## config.mk

```make
export PLATFORM = sky130hd
export DESIGN_NAME = csr_resp_slave
export DESIGN_NICKNAME = d
export VERILOG_FILES = /design/src/rtl/csr_resp_pkg.sv /design/src/rtl/csr_resp_decode.sv /design/src/rtl/csr_resp_slave.sv
export SDC_FILE = /design/constraint.sdc
export NUM_CORES = 1
export LEC_CHECK = 0
export CELL_PAD_IN_SITES_DETAIL_PLACEMENT = 0
export CELL_PAD_IN_SITES_GLOBAL_PLACEMENT = 1
export CORE_MARGIN = 5
export CORE_UTILIZATION = 36
export DETAILED_ROUTE_END_ITERATION = 6
export GPL_TIMING_DRIVEN = 1
export PLACE_DENSITY_LB_ADDON = 0.15
export SKIP_LAST_GASP = 1
export SLEW_MARGIN = 20
export SYNTH_ARGS = -nofsm -noshare
export SYNTH_HDL_FRONTEND = slang
export SYNTH_SLANG_ARGS = --single-unit
export TNS_END_PERCENT = 30
```

## constraint.sdc

```tcl
create_clock -name clk -period 2.1 [get_ports clk]
set_input_delay 0.42 -clock clk [delete_from_list [all_inputs] [get_ports clk]]
set_output_delay 0.42 -clock clk [all_outputs]
set_load 0.03 [all_outputs]
```

## src/rtl/csr_resp_pkg.sv

```systemverilog
// csr_resp_pkg: shared types and defaults for the CSR responder.
//   slot_state_t  - response slot occupancy (EMPTY/FULL)
//   err_cause_t   - request rejection cause, shared with the verification scoreboard
//   DEF_ADDR_W    - default byte-address width
//   DEF_ID_VALUE  - default constant for read-only register 0
//   apply_wstrb() - byte-lane merge of new write data into an old word
package csr_resp_pkg;

    localparam int unsigned DEF_ADDR_W   = 12;
    localparam logic [31:0] DEF_ID_VALUE = 32'hC5A0_0001;

    typedef enum logic {
        EMPTY = 1'b0,
        FULL  = 1'b1
    } slot_state_t;

    typedef enum logic [1:0] {
        ERR_NONE  = 2'd0,
        ERR_ALIGN = 2'd1,
        ERR_RANGE = 2'd2,
        ERR_RO    = 2'd3
    } err_cause_t;

    function automatic logic [31:0] apply_wstrb(input logic [31:0] old_word,
                                                input logic [31:0] new_word,
                                                input logic [3:0]  strb);
        logic [31:0] merged;
        merged = old_word;
        for (int unsigned b = 0; b < 4; b++) begin
            if (strb[b]) begin
                merged[b*8 +: 8] = new_word[b*8 +: 8];
            end
        end
        return merged;
    endfunction

endpackage

```

## src/rtl/csr_resp_decode.sv

```systemverilog
// csr_resp_decode: combinational address and permission check.
//   addr  in  ADDR_W    byte address of the request
//   write in  1         1 = write request
//   idx   out ADDR_W-2  word index (addr[ADDR_W-1:2])
//   err   out enum      rejection cause; misalignment wins over range,
//                       range wins over a write to read-only register 0
module csr_resp_decode
    import csr_resp_pkg::*;
#(
    parameter int unsigned ADDR_W   = DEF_ADDR_W,
    parameter int unsigned NUM_REGS = 16
) (
    input  logic [ADDR_W-1:0] addr,
    input  logic              write,
    output logic [ADDR_W-3:0] idx,
    output err_cause_t        err
);

    always_comb begin
        idx = addr[ADDR_W-1:2];
        err = ERR_NONE;
        if (addr[1:0] != 2'b00) begin
            err = ERR_ALIGN;
        end else if (32'(idx) >= NUM_REGS) begin
            err = ERR_RANGE;
        end else if (write && (idx == '0)) begin
            err = ERR_RO;
        end
    end

endmodule

```

## src/rtl/csr_resp_slave.sv

```systemverilog
// csr_resp_slave: CSR responder with a bank of NUM_REGS word registers.
//   clk, rst_n             clock, asynchronous active-low reset
//   req_valid/req_ready    request handshake; req_ready = !rsp_valid || rsp_ready
//   req_write/addr/wdata/wstrb  request fields
//   rsp_valid/rsp_ready    response handshake (single-entry response slot)
//   rsp_rdata/rsp_err      read data (0 for writes and errors), error flag
//   reg_q                  flat register contents; slot 0 is the constant ID_VALUE
// Configuration macro: CSR_RESP_WSTRB_EN - when defined, req_wstrb selects the
// byte lanes a write updates; otherwise every valid write replaces the full word.
module csr_resp_slave
    import csr_resp_pkg::*;
#(
    parameter int unsigned       ADDR_W   = DEF_ADDR_W,
    parameter int unsigned       DATA_W   = 32,
    parameter int unsigned       NUM_REGS = 16,
    parameter logic [DATA_W-1:0] ID_VALUE = DEF_ID_VALUE
) (
    input  logic                       clk,
    input  logic                       rst_n,
    input  logic                       req_valid,
    output logic                       req_ready,
    input  logic                       req_write,
    input  logic [ADDR_W-1:0]          req_addr,
    input  logic [DATA_W-1:0]          req_wdata,
    input  logic [DATA_W/8-1:0]        req_wstrb,
    output logic                       rsp_valid,
    input  logic                       rsp_ready,
    output logic [DATA_W-1:0]          rsp_rdata,
    output logic                       rsp_err,
    output logic [NUM_REGS*DATA_W-1:0] reg_q
);

    localparam int unsigned IDX_W = ADDR_W - 2;

    logic [IDX_W-1:0]  idx;
    err_cause_t        err_cause;
    logic              accept;
    logic              wr_en;
    logic [DATA_W-1:0] rd_word;
    logic [DATA_W-1:0] wr_word;
    slot_state_t       state_q;
    slot_state_t       state_d;
    logic              rsp_load;
    logic [DATA_W-1:0] rsp_rdata_q;
    logic              rsp_err_q;

    // Register 0 is a constant, so storage exists only for 1..NUM_REGS-1.
    logic [DATA_W-1:0] regs [1:NUM_REGS-1];

    csr_resp_decode #(
        .ADDR_W   (ADDR_W),
        .NUM_REGS (NUM_REGS)
    ) u_decode (
        .addr  (req_addr),
        .write (req_write),
        .idx   (idx),
        .err   (err_cause)
    );

    assign rsp_valid = (state_q == FULL);
    assign req_ready = !rsp_valid || rsp_ready;
    assign accept    = req_valid && req_ready;
    assign wr_en     = accept && req_write && (err_cause == ERR_NONE);
    assign rsp_rdata = rsp_rdata_q;
    assign rsp_err   = rsp_err_q;

    // Response slot occupancy.
    always_ff @(posedge clk or negedge rst_n) begin
        if (!rst_n) begin
            state_q <= EMPTY;
        end else begin
            state_q <= state_d;
        end
    end

    // An accept while FULL is only possible when rsp_ready is high, so the
    // slot reloads in place instead of passing through EMPTY.
    always_comb begin
        state_d  = state_q;
        rsp_load = 1'b0;
        unique case (state_q)
            EMPTY: begin
                if (accept) begin
                    state_d  = FULL;
                    rsp_load = 1'b1;
                end
            end
            FULL: begin
                if (accept) begin
                    rsp_load = 1'b1;
                end else if (rsp_ready) begin
                    state_d = EMPTY;
                end
            end
            default: begin
                state_d = EMPTY;
            end
        endcase
    end

    // Read mux: defaults to ID_VALUE, which covers idx 0; out-of-range
    // indices are masked by the error path.
    always_comb begin
        rd_word = ID_VALUE;
        for (int unsigned i = 1; i < NUM_REGS; i++) begin
            if (idx == IDX_W'(i)) begin
                rd_word = regs[i];
            end
        end
    end

`ifdef CSR_RESP_WSTRB_EN
    always_comb begin
        wr_word = apply_wstrb(rd_word, req_wdata, req_wstrb);
    end
`else
    logic unused_wstrb;
    assign unused_wstrb = ^req_wstrb;

    always_comb begin
        wr_word = req_wdata;
    end
`endif

    always_ff @(posedge clk or negedge rst_n) begin
        if (!rst_n) begin
            rsp_rdata_q <= '0;
            rsp_err_q   <= 1'b0;
        end else if (rsp_load) begin
            rsp_err_q   <= (err_cause != ERR_NONE);
            rsp_rdata_q <= ((err_cause != ERR_NONE) || req_write) ? '0 : rd_word;
        end
    end

    always_ff @(posedge clk or negedge rst_n) begin
        if (!rst_n) begin
            for (int unsigned i = 1; i < NUM_REGS; i++) begin
                regs[i] <= '0;
            end
        end else if (wr_en) begin
            for (int unsigned i = 1; i < NUM_REGS; i++) begin
                if (idx == IDX_W'(i)) begin
                    regs[i] <= wr_word;
                end
            end
        end
    end

    always_comb begin
        reg_q             = '0;
        reg_q[0 +: DATA_W] = ID_VALUE;
        for (int unsigned i = 1; i < NUM_REGS; i++) begin
            reg_q[i*DATA_W +: DATA_W] = regs[i];
        end
    end

endmodule

```

==> results by group <==
Outcome
  – Outcome: finished with violations
  – Failing checks: negative setup slack

Logic synthesis
  – Syn_area_per_cell: 12.9 um2
  – Number of flops mapped to enable cells by yosys: 0
  – FFs w/ async S/R, synth: 100%
  – Netlist cell types: between 60 and 70
  – Synth Register Bits: 514
  – Cell Area, Synth: 24,700 um2
  – Cells after synthesis: about 1,900
  – Top_reg_cell synth: dfrtp_1
  – Sequential fraction of the synthesis area: 52.0%
  – Synth warn: 0

Timing
  – RSZ-0062 raised after global routing: yes
  – Fin crit period: around 2.2 ns
  – Worst slew pin tran: roughly 0.70 ns
  – Setup violations, final: 234
  – Slew Limit Fails: 0
  – Hold Fails Final Rpt: 0
  – WHS: between 0.3 and 0.4 ns
  – Final Cycle Share: 104%
  – Worst rel slew slack: between 50 and 60%
  – Final WS setup: -0.0889 ns
  – Max Fclk: 0.457 GHz
  – Clk_skew: 0.0221 ns

Worst setup path
  – Worst Setup Path Type: reg -> out
  – Slowest stage delay, CP: roughly 0.77 ns
  – CP endpoint kind: primary output
  – Worst Path Required: 1.68 ns
  – Worst endpoint data arrival time: 1.77 ns
  – Top delay family on crit path: buffers and inverters
  – Worst-path cell chain: clkdlybuf4s50_1
  – Slowest CP cell: clkdlybuf4s50_1
  – Flop2flop setup slack: 0.06 ns
  – Critical-path maximum fanout: 3
  – Startpoint types: flop
  – WP buf/inv: 1

Run
  – Max-Cap Viols: 0

Finish
  – Area growth from synthesis to final layout: 45.5%
  – Nets: 2,675
  – Share of cells above drive strength 1: 35.5%
  – Final Instance Count excl. Fillers: 3,560
  – Final instance area: 36,000 um2

Power and ir drop
  – VDD IR-drop max: 0.736 mV
  – Net Switching: 5340 uW
  – Reg power frac: 44.6%
  – Static Leakage: 0.0198 uW
  – Switching share of total power: 24.0%
  – Pwr Density: 617 nW/um2
  – P_int: about 17,000 uW
  – Logic pwr share: roughly 6.8%
  – Clk pwr share: between 40% and 50%

Placed design
  – Placer Congestion: 0.892
  – # placed instances: 3,435
  – Port Buffers: 563
  – Place WS: -1.01 ns
  – Detailed Place HPWL: ~79 mm
  – Placed Area: 33,300 um2

Clocking
  – TritonCTS clock tree: done
  – Num Clock Sinks: between 500 and 600
  – Clock-pin slew on the worst setup and hold paths: 0.07 ns
  – CTS Buffer Depth: 3
  – CTS Buf Count: 58
  – Clock latency on the worst-skew pair: 0.62 ns
  – CTS root buf: clkbuf_16
  – H-tree depth: 2

Global routing
  – Remaining Overflow, GRT: 0
  – Pin count of the biggest net entering global routing: 87
  – Initial antenna violation count: 8
  – Gr usage total: 27.6%
  – Vias in the first global route: 20,600
  – Global-route wire length before repair: 152 mm

Floorplanning
  – Core area: roughly 70,000 um2
  – Die area: 74,100 um2
  – Die Width: 272 um
  – Boundary pin count: 600
  – Site row count: 96
  – Die H: roughly 270 um
  – Starting density of the core: 36.2%

Drt
  – DRC viols: 0
  – WL/cell: 29.9 um
  – Vias per cell: 5.54
  – Initial DRT Pass Iterations: 5
  – Routed vias: 19,700
  – Routed Wire Length: 106 mm
  – Post-route ant nets: 0
  – Initial drt markers: between 1,000 and 1,500

Min path
  – Hold Crit Class: in -> async
-- state kept, by name, summed over array words and instances (netlist names) --
signal / cells
rsp_valid: 1
reg_q: 480
rsp_err: 1
rsp_rdata: 32
-- worst reg2reg max path, cell delays in order, from the launching register on --
cell      delay, ns
dfrtp_1        0.41
nand2b_4       0.11
and2_4         0.21
nand4_4        0.16
nor4_4         0.26
buf_6          0.20
buf_12         0.12
buf_16         0.12
mux2_2         0.34
-- power groups by stage --
stage	sequential (uW)	clock, uW	combinational [uW]
3_3_place_gp	10100	0	1490
3_5_place_dp	10100	0	1510
2_1_floorplan	10100	0	567
6_report	9920	10800	1510
5_1_grt	9910	11400	1610
4_1_cts	9920	11000	1510
-- layout make-up --
type	count	area (um2)
well taps	882	1100
multi-input cells	1225	11100
inverters	7	26.3
repair buffers	816	8890
clock buffers	85	1730
fillers	5919	32300
flip-flops and latches	514	12900
clock inverters	25	308
diodes	6	15.0
-- stage by stage --
step	util (%)	total power, uW	TNS [ns]
global placement	48.8	11600	-408.77
finish	52.7	22200	-6.47
CTS	52.1	22400	-38.62
floorplan	-	10700	-102.29
detailed placement	48.8	11600	-440.64
global route	52.7	22900	-21.88
-- cell usage after synthesis, types with 6 or more instances --
master	number	area, um2
inv_1	7	26.3
nand3_1	9	45.0
nor2_1	81	304
mux2_4	30	450
clkbuf_1	105	394
a21oi_1	61	305
dfrtp_1	514	12900
nand2_1	36	135
a22o_1	28	245
o21a_1	6	45.0
nand4_1	9	56.3
a221oi_1	9	78.8
o22ai_1	24	150
o21ai_0	63	315
a311oi_1	21	184
mux2_2	491	5530
mux2_1	26	293
buf_4	35	263
o2bb2ai_1	13	114
nand2b_1	9	56.3
nand3_4	8	140
nor2b_1	10	62.6
a211oi_1	28	210
mux2i_1	54	541
buf_2	32	160
o31ai_1	22	165
buf_6	25	282
a22oi_1	71	533
buf_1	8	30.0
o211ai_1	6	45.0
-- cells in the final DEF (no fill, tap or decap), types with 21 or more instances in the layout --
cell and instances:
mux2_4 60, nand2_1 33, buf_12 73, buf_4 178, o31ai_1 22, a211oi_1 28
dfrtp_1 514, clkdlybuf4s50_1 370, a22o_1 28, a21oi_1 61, dlymetal6s2s_1 173, a311oi_1 21
o21ai_0 63, mux2_2 483, nor2_1 77, conb_1 32, a22oi_1 71, mux2i_1 54
clkbuf_16 59, o22ai_1 24
-- repair_timing --
item | 4_1_cts | 5_1_grt
hold endpoints to repair | 23 | 0
buffers inserted | 6 | 1
gates cloned | 3 | 0
gates resized for setup | 40 | 177
hold buffers | 1 | 0
pin swaps | 5 | 3
setup endpoints to repair | 1004 | 586
-- layer usage --
| layer | track usage [%] | wire length (um) | up-vias |
|---|---|---|---|
| li1 | - | - | 8496 |
| met1 | 35.9 | 44600 | 10400 |
| met2 | 46.7 | 51800 | 715 |
| met3 | 6.30 | 6720 | 161 |
| met4 | 7.93 | 3290 | 4 |
| met5 | 0 | 17 | - |
-- cell families (layout without fill, tap and decap cells) --
family | Yosys count | count (layout) | share of synthesized area [%]
multiplexers | 601 | 601 | 27.5
other | 2 | 38 | 0.0304
AND/OR/NAND/NOR | 198 | 198 | 4.66
flip-flops | 514 | 514 | 52.0
AO/OA/AOI/OAI | 394 | 394 | 11.1
buffers and inverters | 212 | 933 | 4.67
-- final timing paths --
kind,from,to,depth (start not counted)
worst max register to register,rsp_valid,reg_q[363],8
worst min register to register,rsp_err,rsp_err,1
max in group asynchronous,rst_n,reg_q[237],3
worst min-delay path,rst_n,reg_q[385],2
min in group clk,req_addr[6],rsp_err,5
worst max-delay path,reg_q[214],reg_q[214],1
Power figures use the tool's default switching activity.
